`src/rtl/ps2_pkg.sv`:
```
// Shared constants for the PS/2 front end: idle line level and default filter length.
package ps2_pkg;
  localparam logic PS2_IDLE_LEVEL            = 1'b1;
  localparam int   PS2_STABLE_CYCLES_DEFAULT = 20;
endpackage

```
`src/rtl/ps2_debouncer_if.sv`:
```
// Raw PS/2 pins in, conditioned levels out; master drives the pins, slave is the debouncer.
interface ps2_debouncer_if;
  logic I0;
  logic I1;
  logic O0;
  logic O1;

  modport master (output I0, output I1, input  O0, input  O1);
  modport slave  (input  I0, input  I1, output O0, output O1);
endinterface

```
`src/rtl/ps2_debouncer_channel.sv`:
```
// Single-bit debounce filter: optional 2-flop synchronizer (DEBOUNCER_SYNC_EN) then stability counter.
// Latency: STABLE_CYCLES edges after the sampled level changes (+2 with the synchronizer).
// Backpressure: none, free-running level filter.
module debounce_channel
  import ps2_pkg::*;
#(
  parameter int STABLE_CYCLES = PS2_STABLE_CYCLES_DEFAULT
) (
  input  logic clk,
  input  logic rst,
  input  logic din,
  output logic dout
);

  localparam int              CNT_W   = (STABLE_CYCLES > 1) ? $clog2(STABLE_CYCLES) : 1;
  localparam logic [CNT_W-1:0] CNT_MAX = CNT_W'(STABLE_CYCLES - 1);

  logic             s;
  logic [CNT_W-1:0] cnt;

`ifdef DEBOUNCER_SYNC_EN
  logic [1:0] sync_q;

  always_ff @(posedge clk) begin
    if (rst) sync_q <= {2{PS2_IDLE_LEVEL}};
    else     sync_q <= {sync_q[0], din};
  end

  assign s = sync_q[1];
`else
  assign s = din;
`endif

  // Any cycle where the sample agrees with the output restarts the stability count.
  always_ff @(posedge clk) begin
    if (rst) begin
      dout <= PS2_IDLE_LEVEL;
      cnt  <= '0;
    end else if (s == dout) begin
      cnt  <= '0;
    end else if (cnt == CNT_MAX) begin
      dout <= s;
      cnt  <= '0;
    end else begin
      cnt  <= cnt + 1'b1;
    end
  end

endmodule

```
`src/rtl/ps2_debouncer.sv`:
```
// Two-channel PS/2 clock/data debouncer; DEBOUNCER_SYNC_EN adds a 2-flop synchronizer per channel.
// Latency: STABLE_CYCLES edges (STABLE_CYCLES+2 with DEBOUNCER_SYNC_EN); outputs registered.
// Backpressure: none, both channels filtered independently every clock.
module ps2_debouncer
  import ps2_pkg::*;
#(
  parameter int STABLE_CYCLES = PS2_STABLE_CYCLES_DEFAULT
) (
  input  logic            clk,
  input  logic            rst,
  ps2_debouncer_if.slave  ps2
);

  debounce_channel #(.STABLE_CYCLES(STABLE_CYCLES)) u_ch0 (
    .clk  (clk),
    .rst  (rst),
    .din  (ps2.I0),
    .dout (ps2.O0)
  );

  debounce_channel #(.STABLE_CYCLES(STABLE_CYCLES)) u_ch1 (
    .clk  (clk),
    .rst  (rst),
    .din  (ps2.I1),
    .dout (ps2.O1)
  );

endmodule

```
`src/flat_wrapper.sv`:
```
// flat-port wrapper written by rule: the top's interface ports become plain ports
module ps2_debouncer_flat import ps2_pkg::*;
#(
  parameter int STABLE_CYCLES = PS2_STABLE_CYCLES_DEFAULT
)
  (clk, rst, ps2_I0, ps2_I1, ps2_O0, ps2_O1);
  ps2_debouncer_if ps2_i ();
  input  logic clk;
  input  logic rst;
  input wire logic [$bits(ps2_i.I0)-1:0] ps2_I0;
  input wire logic [$bits(ps2_i.I1)-1:0] ps2_I1;
  output wire logic [$bits(ps2_i.O0)-1:0] ps2_O0;
  output wire logic [$bits(ps2_i.O1)-1:0] ps2_O1;
  assign ps2_i.I0 = ps2_I0;
  assign ps2_i.I1 = ps2_I1;
  assign ps2_O0 = ps2_i.O0;
  assign ps2_O1 = ps2_i.O1;
  ps2_debouncer #(.STABLE_CYCLES(STABLE_CYCLES)) u_core (.clk(clk), .rst(rst), .ps2(ps2_i));
endmodule
```
`config.mk`:
```
export PLATFORM = sky130hd
export DESIGN_NAME = ps2_debouncer_flat
export DESIGN_NICKNAME = d
export VERILOG_FILES = /design/src/rtl/ps2_pkg.sv /design/src/rtl/ps2_debouncer_if.sv /design/src/rtl/ps2_debouncer_channel.sv /design/src/rtl/ps2_debouncer.sv /design/src/flat_wrapper.sv
export SDC_FILE = /design/constraint.sdc
export NUM_CORES = 1
export LEC_CHECK = 0
export BUFFER_PORTS_ARGS = -buffer_cell sky130_fd_sc_hd__buf_4
export CAP_MARGIN = 20
export CELL_PAD_IN_SITES_DETAIL_PLACEMENT = 0
export CELL_PAD_IN_SITES_GLOBAL_PLACEMENT = 1
export CORE_MARGIN = 5
export CORE_UTILIZATION = 40
export DETAILED_ROUTE_END_ITERATION = 6
export PLACE_DENSITY_LB_ADDON = 0.3
export SLEW_MARGIN = 25
export SYNTH_ARGS = -nofsm -noshare
export SYNTH_HDL_FRONTEND = slang
export SYNTH_SLANG_ARGS = --single-unit
```
`constraint.sdc`:
```
create_clock -name clk -period 1.8 [get_ports clk]
set_input_delay 0.18 -clock clk [delete_from_list [all_inputs] [get_ports clk]]
set_output_delay 0.18 -clock clk [all_outputs]
set_load 0.03 [all_outputs]
```
# --- Word-level counts from Yosys, hierarchy flattened ---
# Cells that the tools add are included.
word_totals:
  elab_cells: 16
  ff_bits: 12
  input_bits: 4
classes:
  reduce_logical: 4
  bitwise: 2
  eq_ne: 4
  add_sub_neg: 2
op_table:
  columns: ["op", "n"]
  rows:
  - ["5-bit by 1-bit adder with 5-bit output, second input constant", 2]
  - ["5-bit == test, second input constant", 2]
  - ["3-bit OR reduction", 2]
  - ["2-bit AND reduction", 2]
  - ["1-bit == test", 2]
  - ["1-bit inverter", 2]

# --- Logic depth before layout (Yosys ltp) ---
# Gate-level depths: netlist (run 1).
depth:
  ltp_word: 3
  depth_mapped: 4

# --- By module ---
# From an unflattened synthesis (run 1), not the netlist that was laid out.
unflattened:
  cells_unflattened: 54
  hier_area_um2: 533.0
modules_own_cells:
  columns: ["module", "seq_area_each_um2", "area_per_inst_um2", "instances", "cells_each"]
  rows:
  - ["debounce_channel", 120.1, 266.5, 2, 27]

# --- Worst setup path after synthesis (run 1) ---
# OpenSTA, ideal clock, no wires.
synth_timing:
  path_kind: "reg2reg"
  start: "register u_core.u_ch1.cnt[0]"
  end: "register u_core.u_ch1.cnt[2]"
  setup_ns: 0.064
  arrival_ns: 1.233
  path_stages_with_launch: 5
  n_path_buf: 0
  slack_ns: 0.503
  period_less_slack_ns: 1.297
  path_cell_list: "dfxtp_1 -> ha_1 -> and4bb_1 -> or3b_4 -> nor2_1"
synth_via:
  elab_chain_cells: 2
  word_cells_on_any_way: 3
synth_lines:
  columns: ["element", "line", "rtl"]
  rows:
  - ["from (decl)", "ps2_debouncer_channel.sv:19", "logic [CNT_W-1:0] cnt;"]
  - ["from (signal assigned)", "ps2_debouncer_channel.sv:45", "cnt <= cnt + 1'b1;"]
  - ["parallel branches: the longest is 2 deep, another holds 5-bit by 1-bit adder with 5-bit output", null, null]
# Parallel ways; which one is timed is not known.
# A chain may end at the register's enable or synchronous reset.

# --- Final worst setup path (run 1) ---
layout_timing:
  start: "register u_core.u_ch1.cnt[0]"
  end: "register u_core.u_ch1.cnt[3]"
# The elaborated chain is that of the path after synthesis.

==> load_flow_metrics.sql, run 1 <==
INSERT INTO impl_metrics (metric_group, metric, value, unit) VALUES
('critical_path', 'critical-path-slowest-cell', 'sky130_fd_sc_hd__or3b_4', ''),
('power', 'share_clk_of_total_power', '33.8', '%'),
('power', 'switching_power', '0.0000881', 'W'),
('critical_path', 'worst-path-max-fanout', '4', ''),
('timing', 'max_slew_margin', '78.7', '%'),
('drt', 'routed-wl-met2', '304', 'um'),
('synth', 'synth_top_area_share', '44.9', '%'),
('global_route', 'grt_usage', '9.29', '%'),
('placement', 'gpl.final_weighted_congestion', '0.665', ''),
('power', 'maximum_vdd_ir_drop', '0.000503', 'V'),
('finish', 'multiInputGateArea', '280', 'sq um'),
('synth', 'syn_nets', '60', ''),
('timing', 'fin_hold_ws', '0.142', 'ns'),
('power', 'internal-power', '0.000359', 'W'),
('critical_path', 'required', '2.00', 'ns'),
('status', 'status', 'finished clean', ''),
('critical_path', 'ff_to_ff_end', 'u_core.u_ch1.cnt[3]$_SDFF_PP0_', ''),
('cts', 'ctsHoldBuffers', '0', ''),
('cts', 'cts_made_buffers', '3', ''),
('critical_path', 'arrival_time_at_the_worst_endpoint', '1.58', 'ns'),
('drt', 'drtIter0Drc', '4', ''),
('finish', 'post_route_cells_drive_above_1_share', '19.4', '%'),
('synth', 'synth_ff_type', 'sky130_fd_sc_hd__dfxtp_1', ''),
('synth', 'synth.yosys.warnings', '0', ''),
('floorplan', 'die_width', '46.6', 'um'),
('finish', 'antenna_cells', '0', ''),
('finish', 'area_growth_syn_to_layout', '14.7', '%'),
('timing', 'final_max_slew_viol_count', '0', ''),
('cts', 'clk_pin_slew', '0.07', 'ns'),
('global_route', 'maximum_number_of_pins_on_one_net_before_global_route_repair', '7', ''),
('synth', 'asyncSetResetFlopFracSynth', '0', '%'),
('drt', 'detail_route.wl_per_cell', '9.82', 'um'),
('timing', 'fmax', '726', 'MHz'),
('flow_run', 'cap_violations', '0', ''),
('synth', 'synth.largest_area_cell', 'sky130_fd_sc_hd__dfxtp_1', ''),
('critical_path', 'critical_path.cell_chain', 'ha_1 > and4bb_1 > or3b_4 > nor2_1', ''),
('timing', 'setup_violations', '0', ''),
('drt', 'remaining_drc_errors', '0', ''),
('power', 'leakage', '0.225', 'nW'),
('timing', 'worst_clock_skew', '0.000537', 'ns'),
('critical_path', 'crit_path_capture_type', 'flip-flop', ''),
('timing', 'final_critical_path_share_of_the_clock_period', '76.5', '%'),
('synth', 'synth_enable_flop_cells', '0', ''),
('placement', 'io_buf_count', '5', ''),
('finish', 'seqCellArea', '240', 'sq um'),
('critical_path', 'crit_family', 'simple AND/OR/NAND/NOR gates', ''),
('cts', 'cts_max_path_buffers', '2', ''),
('power', 'pwr_density_cell', '729', 'nW/um^2'),
('min_path', 'worst_hold_path.endpoint', 'u_core.u_ch0.dout$_SDFFE_PP1P_', ''),
('drt', 'detail_route.wirelength', '756', 'um'),
('power', 'switching_part_of_the_total', '19.7', '%'),
('cts', 'clock_tree.root_cell', 'sky130_fd_sc_hd__clkbuf_4', ''),
('drt', 'dr_pass1_iterations', '2', ''),
('min_path', 'whs_path_depth', '2', ''),
('critical_path', 'setup.worst_path.class', 'flip-flop to flip-flop', ''),
('floorplan', 'boundaryPins', '6', ''),
('timing', 'setup_tns', '0', 'ns'),
('floorplan', 'die_h', '46.6', 'um'),
('floorplan', 'die_area', '2170', 'sq um'),
('synth', 'yosys.cell_types.count', '20', ''),
('placement', 'sum_of_net_half_perimeters_after_detailed_placement', '615', 'um'),
('synth', 'ys_seq_elements', '12', ''),
('finish', 'fillers', '129', ''),
('drt', 'routed-via-count', '385', ''),
('cts', 'cts.repair.resized', '0', ''),
('synth', 'synth_common_cells', 'sky130_fd_sc_hd__dfxtp_1, sky130_fd_sc_hd__nor2_1, sky130_fd_sc_hd__inv_1, sky130_fd_sc_hd__xor2_1, sky130_fd_sc_hd__nor2b_1', ''),
('global_route', 'antenna_violations_before_repair', '0', ''),
('synth', 'synthesis.area', '536', 'sq um'),
('floorplan', 'rows', '13', ''),
('cts', 'h-tree-depth', '1', ''),
('finish', 'layout.nets', '70', '');
==> worst reg2reg max path: stages, from the launching register on <==
cell	delay [ns]
sky130_fd_sc_hd__dfxtp_1	0.33
sky130_fd_sc_hd__ha_1	0.25
sky130_fd_sc_hd__and4bb_1	0.24
sky130_fd_sc_hd__or3b_4	0.40
sky130_fd_sc_hd__nor2_1	0.10
==> routing by layer <==
| layer | GRT usage (%) | up-vias |
|---|---|---|
| li1 | - | 203 |
| met1 | 11.0 | 172 |
| met2 | 12.6 | 8 |
| met3 | 5.86 | 2 |
| met4 | 5.11 | 0 |
| met5 | 0 | - |
==> cell usage in the layout (no fill, tap or decap) <==
cell                       netlist  layout
sky130_fd_sc_hd__and4bb_1        1       1
sky130_fd_sc_hd__nand3b_1        2       2
sky130_fd_sc_hd__nand2b_1        2       2
sky130_fd_sc_hd__nor4bb_2        1       1
sky130_fd_sc_hd__buf_4           0       5
sky130_fd_sc_hd__nor2b_1         3       3
sky130_fd_sc_hd__inv_1           4       4
sky130_fd_sc_hd__xor2_1          4       4
sky130_fd_sc_hd__or3b_1          1       1
sky130_fd_sc_hd__clkbuf_4        0       3
sky130_fd_sc_hd__ha_1            2       2
sky130_fd_sc_hd__a211o_1         1       1
sky130_fd_sc_hd__nor2_1          8       8
sky130_fd_sc_hd__dfxtp_1        12      12
sky130_fd_sc_hd__a31oi_1         2       2
sky130_fd_sc_hd__nand3_1         2       2
sky130_fd_sc_hd__a211o_2         1       1
sky130_fd_sc_hd__or3b_4          1       1
sky130_fd_sc_hd__xnor2_1         2       2
sky130_fd_sc_hd__and2b_2         1       1
sky130_fd_sc_hd__nand4b_1        2       2
sky130_fd_sc_hd__o21ai_0         2       2
==> final cells by class <==
cell class,count,share of cell area [%]
Clock buffer,3,3.67
Inverter,4,2.44
Multi-Input combinational cell,38,45.6
Sequential cell,12,39.1
Tap cell,15,3.05
Timing Repair Buffer,5,6.11
==> worst max-delay path by stage <==
stage | cells past startpoint | end | slack (ns)
global placement | 4 | u_core.u_ch1.cnt[3]$_SDFF_PP0_ | 0.44
finish | 4 | u_core.u_ch1.cnt[3]$_SDFF_PP0_ | 0.42
floorplan | 4 | u_core.u_ch1.cnt[2]$_SDFF_PP0_ | 0.50
CTS | 4 | u_core.u_ch1.cnt[3]$_SDFF_PP0_ | 0.42
global route | 4 | u_core.u_ch1.cnt[3]$_SDFF_PP0_ | 0.33
detailed placement | 4 | u_core.u_ch1.cnt[3]$_SDFF_PP0_ | 0.43
==> kinds of logic (layout without fill, tap and decap cells) <==
| family | Yosys count | count (layout) | synth area share (%) |
|---|---|---|---|
| AND/OR/NAND/NOR | 24 | 24 | 30.1 |
| flip-flops | 12 | 12 | 44.9 |
| AO/OA/AOI/OAI | 6 | 6 | 7.71 |
| XOR/XNOR | 6 | 6 | 9.81 |
| buffers and inverters | 4 | 12 | 2.80 |
| adder cells (fa/ha/maj) | 2 | 2 | 4.67 |
==> metrics by stage <==
step	setup slack, ns	instance area [sq um]	std cells	power [W]	utilization, %
floorplan	0.503	536	54	0.000292	-
global placement	0.439	592	74	0.000303	46.1
detailed placement	0.433	592	74	0.000303	46.1
CTS	0.419	614	77	0.000456	47.8
global route	0.332	614	77	0.000473	47.8
finish	0.423	614	77	0.000448	47.8
==> sequential cells by signal, indices dropped and copies added (netlist names) <==
name / cells
u_core.u_ch0.dout: 1
u_core.u_ch1.dout: 1
u_core.u_ch0.cnt: 5
u_core.u_ch1.cnt: 5
==> power by group through the flow <==
stage / sequential, W / combinational (W) / clock, W
2_1_floorplan: 0.000279 / 0.0000139 / 0
3_3_place_gp: 0.000279 / 0.0000236 / 0
3_5_place_dp: 0.000279 / 0.0000235 / 0
4_1_cts: 0.000273 / 0.0000237 / 0.000160
5_1_grt: 0.000273 / 0.0000270 / 0.000173
6_report: 0.000273 / 0.0000232 / 0.000151
Note: power is estimated with default switching activity, not from simulation.
==> inputs of run 2 (changes only) <==
==> constraint.sdc (replaced) <==
create_clock -name clk -period 1.3 [get_ports clk]
set_input_delay 0.13 -clock clk [delete_from_list [all_inputs] [get_ports clk]]
set_output_delay 0.13 -clock clk [all_outputs]
set_load 0.03 [all_outputs]
==> run 2 against run 1 <==
Against the previous run:
- hold slack worse by 0.058 ns
- sequential share of layout area is 5.4 points lower
- non-clock buffer count up 9
- first-iteration DRC count fell by 25%
- count of clock-buffer cells in the layout is the same
- routed wire length rose by 20%
- combinational power increased by 93%
- via count increased by 10%
- global-route usage increased by 1.7 points
==> load_flow_metrics.sql, run 2 (synthesized netlist as in run 1, its figures left out) <==
INSERT INTO impl_metrics (metric_group, metric, value, unit) VALUES
('finish', 'post_route_cells_drive_above_1_share', '42.3', '%'),
('global_route', 'first_global_vias', '376', ''),
('finish', 'area_growth_syn_to_layout', '36.0', '%'),
('flow_run', 'cap_violations', '0', ''),
('global_route', 'grt-ovfl-total', '0', ''),
('critical_path', 'worstRegToRegCells', '4', ''),
('critical_path', 'rrSetupSlack', '0.04', 'ns'),
('timing', 'final_max_slew_viol_count', '0', ''),
('min_path', 'hp-class', 'input port to flip-flop', ''),
('placement', 'place.detailed.instances', '82', ''),
('critical_path', 'setup.worst_path.class', 'flip-flop to flip-flop', ''),
('floorplan', 'die_width', '46.6', 'um'),
('power', 'maximum_vdd_ir_drop', '0.000541', 'V'),
('global_route', 'grt_usage', '10.9', '%'),
('timing', 'fmax', '796', 'MHz'),
('timing', 'period_needed', '1.26', 'ns'),
('finish', 'layout.nets', '79', ''),
('cts', 'cts_max_path_buffers', '2', ''),
('cts', 'cts_tree', 'built', ''),
('drt', 'routed-via-count', '425', ''),
('floorplan', 'core-area', '1280', 'sq um'),
('global_route', 'antenna_violations_before_repair', '0', ''),
('floorplan', 'die_h', '46.6', 'um'),
('placement', 'sum_of_net_half_perimeters_after_detailed_placement', '695', 'um'),
('drt', 'drtIter0Drc', '3', ''),
('drt', 'ratio_of_routed_vias_to_standard_cells', '4.94', ''),
('critical_path', 'critical-path-max-stage-delay', '0.41', 'ns'),
('critical_path', 'arrival_time_at_the_worst_endpoint', '1.45', 'ns'),
('finish', 'mostFrequentLayoutCell', 'sky130_fd_sc_hd__buf_4', ''),
('placement', 'postPlaceCellArea', '652', 'sq um'),
('timing', 'max_slew.worst_pin.slew', '0.276', 'ns'),
('cts', 'cts_made_buffers', '3', ''),
('finish', 'post-route-cell-area', '728', 'sq um'),
('drt', 'detail_route.wirelength', '910', 'um'),
('finish', 'largest_registers', 'u_core.u_ch0.cnt x5, u_core.u_ch1.cnt x5', ''),
('critical_path', 'critical-path-slowest-cell', 'sky130_fd_sc_hd__or3b_4', ''),
('drt', 'remaining_drc_errors', '0', ''),
('critical_path', 'critical_path.cell_chain', 'ha_4 > and4bb_1 > or3b_4 > nor2_1', ''),
('cts', 'ctsHoldBuffers', '0', ''),
('cts', 'clock_tree.root_cell', 'sky130_fd_sc_hd__clkbuf_4', ''),
('finish', 'final_cell_mix', 'sky130_fd_sc_hd__buf_4, sky130_fd_sc_hd__dfxtp_1, sky130_fd_sc_hd__nor2_1', ''),
('critical_path', 'crit_path_capture_type', 'flip-flop', ''),
('finish', 'fillers', '118', ''),
('finish', 'multiInputGateArea', '322', 'sq um'),
('finish', 'final_cell_count_no_fill', '86', ''),
('floorplan', 'rows', '13', ''),
('timing', 'max_slew_margin', '81.6', '%'),
('timing', 'final_critical_path_share_of_the_clock_period', '96.6', '%'),
('critical_path', 'ff_to_ff_end', 'u_core.u_ch1.cnt[0]$_SDFF_PP0_', ''),
('min_path', 'hold_start', 'rst', ''),
('min_path', 'worst_hold_path.endpoint', 'u_core.u_ch1.dout$_SDFFE_PP1P_', ''),
('cts', 'clock_sink_count', '12', ''),
('global_route', 'maximum_number_of_pins_on_one_net_before_global_route_repair', '7', ''),
('floorplan', 'floorplan.initialDensity', '41.7', '%'),
('placement', 'gpl.final_weighted_congestion', '0.695', ''),
('timing', 'setup_tns', '0', 'ns'),
('global_route', 'grt_pass1_wl', '1580', 'um'),
('timing', 'setup_violations', '0', ''),
('cts', 'clk_pin_slew', '0.07', 'ns'),
('drt', 'dr_pass1_iterations', '2', ''),
('drt', 'detail_route.wl_per_cell', '10.6', 'um'),
('critical_path', 'critPathLaunchType', 'flip-flop', ''),
('placement', 'io_buf_count', '5', ''),
('drt', 'remaining_number_of_nets_flagged_by_the_antenna_check_after_routing', '0', ''),
('cts', 'h-tree-depth', '1', ''),
('status', 'status', 'finished clean', ''),
('cts', 'clk-insertion-delay-late', '0.26', 'ns'),
('critical_path', 'worst-path-max-fanout', '4', ''),
('power', 'leakage', '0.270', 'nW'),
('critical_path', 'r2r-start', 'u_core.u_ch1.cnt[0]$_SDFF_PP0_', ''),
('critical_path', 'required', '1.50', 'ns'),
('floorplan', 'boundaryPins', '6', ''),
('timing', 'worst_clock_skew', '0.00495', 'ns'),
('finish', 'seqCellArea', '245', 'sq um'),
('floorplan', 'die_area', '2170', 'sq um'),
('finish', 'antenna_cells', '0', ''),
('power', 'pwr_density_cell', '880', 'nW/um^2'),
('timing', 'timing.final.hold_violations', '0', ''),
('min_path', 'whs_path_depth', '2', '');
-- run 2: power breakdown --
group          internal (W)  switching, W   total, W
clock network      0.000107      0.000108   0.000215
registers          0.000375    0.00000590   0.000381
logic             0.0000262     0.0000186  0.0000448
total              0.000508      0.000133   0.000641
-- run 2: critical path, delay by kind of cell (launching register included) --
kind	cells	cell delay, ns
simple gates	3	0.71
flops	1	0.33
fa+ha+maj	1	0.15
-- run 2: repair_timing --
| item | CTS | global route |
|---|---|---|
| gates resized for setup | 2 | 10 |
| endpoints found under the setup margin | 4 | 10 |
| buffers inserted | 1 | 0 |
| pin swaps | 4 | 2 |
-- run 2: worst max path at each step --
stage / start / to / cells past startpoint
floorplan: u_core.u_ch1.cnt[0]$_SDFF_PP0_ / u_core.u_ch1.cnt[2]$_SDFF_PP0_ / 4
global placement: u_core.u_ch1.cnt[0]$_SDFF_PP0_ / u_core.u_ch1.cnt[2]$_SDFF_PP0_ / 4
detailed placement: u_core.u_ch1.cnt[0]$_SDFF_PP0_ / u_core.u_ch1.cnt[2]$_SDFF_PP0_ / 4
CTS: u_core.u_ch1.cnt[0]$_SDFF_PP0_ / u_core.u_ch1.cnt[0]$_SDFF_PP0_ / 4
global route: u_core.u_ch1.cnt[0]$_SDFF_PP0_ / u_core.u_ch1.cnt[0]$_SDFF_PP0_ / 4
finish: u_core.u_ch1.cnt[0]$_SDFF_PP0_ / u_core.u_ch1.cnt[0]$_SDFF_PP0_ / 4
-- run 2: stage by stage --
| step | setup slack (ns) | total power (W) | util, % | hold WS (ns) |
|---|---|---|---|---|
| final | 0.0439 | 0.000641 | 56.7 | 0.0833 |
| after global routing | -0.0200 | 0.000681 | 56.7 | 0.0771 |
| after CTS | -0.00444 | 0.000650 | 53.5 | 0.0733 |
| after detailed placement | -0.0249 | 0.000426 | 50.7 | 0.358 |
| after global placement | -0.0177 | 0.000426 | 50.7 | 0.355 |
| after floorplan | 0.00329 | 0.000405 | - | 0.224 |
-- run 2: routing by layer --
metal  vias to the layer above  track usage [%]  share of wire [%]  wire, um
met5                         -                0                  0         0
met4                         0             6.82               0.99         9
met3                         2             5.86                7.0        64
met2                        10             14.3                 42       381
met1                       191             13.7                 50       454
li1                        222                -                  -         -
-- run 2: final cells by class --
type                    count  share of cell area [%]
inverters                   4                    2.06
well taps                  15                    2.58
flip-flops and latches     12                    33.7
repair buffers             14                    14.4
multi-input cells          38                    44.2
clock buffers               3                    3.09
==> inputs of run 3 (changes only) <==
==> constraint.sdc (replaced) <==
create_clock -name clk -period 1.3 [get_ports clk]
set_input_delay 0 -clock clk [delete_from_list [all_inputs] [get_ports clk]]
set_output_delay 0 -clock clk [all_outputs]
set_load 0.03 [all_outputs]
==> run 3 against run 2 <==
Against the previous run:
- critical path depth unchanged
- register-to-register slack barely moved
- sequential cell count is the same
- via count rose by 2.8%
- combinational power is 16% higher
- count of clock-buffer cells in the layout unchanged
- first-iteration DRC count unchanged
==> load_flow_metrics.sql, run 3 (synthesized netlist as in run 1, its figures left out) <==
INSERT INTO impl_metrics (metric_group, metric, value, unit) VALUES
('min_path', 'worst_hold_path.endpoint', 'u_core.u_ch0.dout$_SDFFE_PP1P_', ''),
('critical_path', 'worst-path-buf-inv', '0', ''),
('cts', 'clock_tree.root_cell', 'sky130_fd_sc_hd__clkbuf_4', ''),
('timing', 'timing.final.hold_violations', '0', ''),
('cts', 'clock_sink_count', '12', ''),
('finish', 'final_cell_mix', 'sky130_fd_sc_hd__buf_4, sky130_fd_sc_hd__dfxtp_1, sky130_fd_sc_hd__nor2_1', ''),
('finish', 'mostFrequentLayoutCell', 'sky130_fd_sc_hd__buf_4', ''),
('drt', 'drtIter0Drc', '3', ''),
('placement', 'io_buf_count', '5', ''),
('timing', 'max_slew.worst_pin.slew', '0.276', 'ns'),
('drt', 'detail_route.wirelength', '924', 'um'),
('critical_path', 'critical-path-max-stage-delay', '0.41', 'ns'),
('placement', 'gpl.final_weighted_congestion', '0.695', ''),
('critical_path', 'worstRegToRegCells', '4', ''),
('critical_path', 'worst-path-max-fanout', '4', ''),
('global_route', 'grt_pass1_wl', '1610', 'um'),
('timing', 'period_needed', '1.26', 'ns'),
('finish', 'final_cell_count_no_fill', '89', ''),
('cts', 'h-tree-depth', '1', ''),
('status', 'status', 'finished clean', ''),
('finish', 'area_growth_syn_to_layout', '41.6', '%'),
('placement', 'sum_of_net_half_perimeters_after_detailed_placement', '695', 'um'),
('cts', 'cts_max_path_buffers', '2', ''),
('placement', 'postPlaceCellArea', '652', 'sq um'),
('timing', 'max_slew_margin', '81.6', '%'),
('global_route', 'maximum_number_of_pins_on_one_net_before_global_route_repair', '7', ''),
('floorplan', 'die_area', '2170', 'sq um'),
('floorplan', 'boundaryPins', '6', ''),
('finish', 'post-route-cell-area', '758', 'sq um'),
('power', 'leakage', '0.283', 'nW'),
('critical_path', 'ff_to_ff_end', 'u_core.u_ch1.cnt[0]$_SDFF_PP0_', ''),
('critical_path', 'setup.worst_path.class', 'flip-flop to flip-flop', ''),
('floorplan', 'die_width', '46.6', 'um'),
('critical_path', 'arrival_time_at_the_worst_endpoint', '1.45', 'ns'),
('timing', 'setup_violations', '0', ''),
('drt', 'ratio_of_routed_vias_to_standard_cells', '4.91', ''),
('drt', 'routed-via-count', '437', ''),
('floorplan', 'die_h', '46.6', 'um'),
('cts', 'cts_tree', 'built', ''),
('power', 'maximum_vdd_ir_drop', '0.000542', 'V'),
('floorplan', 'rows', '13', ''),
('critical_path', 'required', '1.50', 'ns'),
('power', 'pwr_density_cell', '855', 'nW/um^2'),
('cts', 'cts_made_buffers', '3', ''),
('min_path', 'whs_path_depth', '3', ''),
('global_route', 'grt-ovfl-total', '0', ''),
('critical_path', 'rrSetupSlack', '0.04', 'ns'),
('flow_run', 'cap_violations', '0', ''),
('finish', 'largest_registers', 'u_core.u_ch0.cnt x5, u_core.u_ch1.cnt x5', ''),
('min_path', 'hp-class', 'input port to flip-flop', ''),
('timing', 'final_critical_path_share_of_the_clock_period', '96.6', '%'),
('critical_path', 'critPathLaunchType', 'flip-flop', ''),
('critical_path', 'crit_path_capture_type', 'flip-flop', ''),
('finish', 'post_route_cells_drive_above_1_share', '40.5', '%'),
('critical_path', 'critical_path.cell_chain', 'ha_4 > and4bb_1 > or3b_4 > nor2_1', ''),
('cts', 'clk-insertion-delay-late', '0.26', 'ns'),
('global_route', 'antenna_violations_before_repair', '0', ''),
('drt', 'remaining_number_of_nets_flagged_by_the_antenna_check_after_routing', '0', ''),
('timing', 'final_max_slew_viol_count', '0', ''),
('global_route', 'first_global_vias', '391', ''),
('drt', 'remaining_drc_errors', '0', ''),
('drt', 'dr_pass1_iterations', '2', ''),
('placement', 'dp_worst_setup_slack', '-0.0249', 'ns'),
('timing', 'fmax', '796', 'MHz'),
('critical_path', 'crit_family', 'simple AND/OR/NAND/NOR gates', ''),
('finish', 'antenna_cells', '0', ''),
('drt', 'detail_route.wl_per_cell', '10.4', 'um'),
('finish', 'layout.nets', '82', ''),
('cts', 'clk_pin_slew', '0.07', 'ns'),
('global_route', 'grt_usage', '11.1', '%'),
('power', 'total_power', '0.000648', 'W'),
('critical_path', 'critical-path-slowest-cell', 'sky130_fd_sc_hd__or3b_4', ''),
('timing', 'worst_clock_skew', '0.00495', 'ns'),
('floorplan', 'core-area', '1280', 'sq um'),
('floorplan', 'floorplan.initialDensity', '41.7', '%'),
('timing', 'fin_ws', '0.0439', 'ns'),
('critical_path', 'r2r-start', 'u_core.u_ch1.cnt[0]$_SDFF_PP0_', ''),
('min_path', 'hold_start', 'ps2_I0', ''),
('placement', 'place.detailed.instances', '82', '');
[run 3: changes by cell type in the layout (fill, tap and decap cells not counted)]
| cell | delta |
|---|---|
| sky130_fd_sc_hd__dlygate4sd3_1 | +3 |
[run 3: timing repair]
item                                    in CTS  in global routing
buffers inserted                             1                  0
pin swaps                                    4                  2
hold buffers                                 3                  0
resized for setup                            2                 10
endpoints found under the setup margin       4                 10
hold endpoints to repair                     2                  0
[run 3: power by group]
group | total [W] | switching (W) | leakage (nW) | internal (W)
registers | 0.000381 | 0.00000588 | 0.0989 | 0.000375
clock network | 0.000215 | 0.000108 | 0.0138 | 0.000107
logic | 0.0000519 | 0.0000199 | 0.170 | 0.0000320
[run 3: worst min-delay path: cells and delay by family]
kind | cells | cell delay [ns]
AO/OA/AOI/OAI | 1 | 0.10
buffers and inverters | 2 | 0.64
[run 3: worst max path at each step]
stage,end,depth (start not counted),slack [ns],start
4_1_cts,u_core.u_ch1.cnt[0]$_SDFF_PP0_,4,-0.004,u_core.u_ch1.cnt[0]$_SDFF_PP0_
3_5_place_dp,u_core.u_ch1.cnt[2]$_SDFF_PP0_,4,-0.02,u_core.u_ch1.cnt[0]$_SDFF_PP0_
6_report,u_core.u_ch1.cnt[0]$_SDFF_PP0_,4,0.04,u_core.u_ch1.cnt[0]$_SDFF_PP0_
5_1_grt,u_core.u_ch1.cnt[0]$_SDFF_PP0_,4,-0.02,u_core.u_ch1.cnt[0]$_SDFF_PP0_
2_1_floorplan,u_core.u_ch1.cnt[2]$_SDFF_PP0_,4,0.003,u_core.u_ch1.cnt[0]$_SDFF_PP0_
3_3_place_gp,u_core.u_ch1.cnt[2]$_SDFF_PP0_,4,-0.02,u_core.u_ch1.cnt[0]$_SDFF_PP0_
[run 3: metal layers]
layer	global-route usage, %	share of wire (%)
met1	13.7	50
met2	14.8	42
met3	5.86	6.8
met4	6.82	0.97
met5	0	0
[run 3: layout make-up]
class	count	area, sq um
repair buffers	17	135
flip-flops and latches	12	245
well taps	15	18.8
clock buffers	3	22.5
inverters	4	15.0
multi-input cells	38	322
fillers	115	527
[run 3: per-stage QoR]
step	setup TNS (ns)	hold WS (ns)	utilization [%]
2_1_floorplan	0	0.0944	-
3_3_place_gp	-0.0177	0.225	50.7
3_5_place_dp	-0.0249	0.228	50.7
4_1_cts	-0.00444	0.494	55.8
5_1_grt	-0.0200	0.508	59.0
6_report	0	0.500	59.0
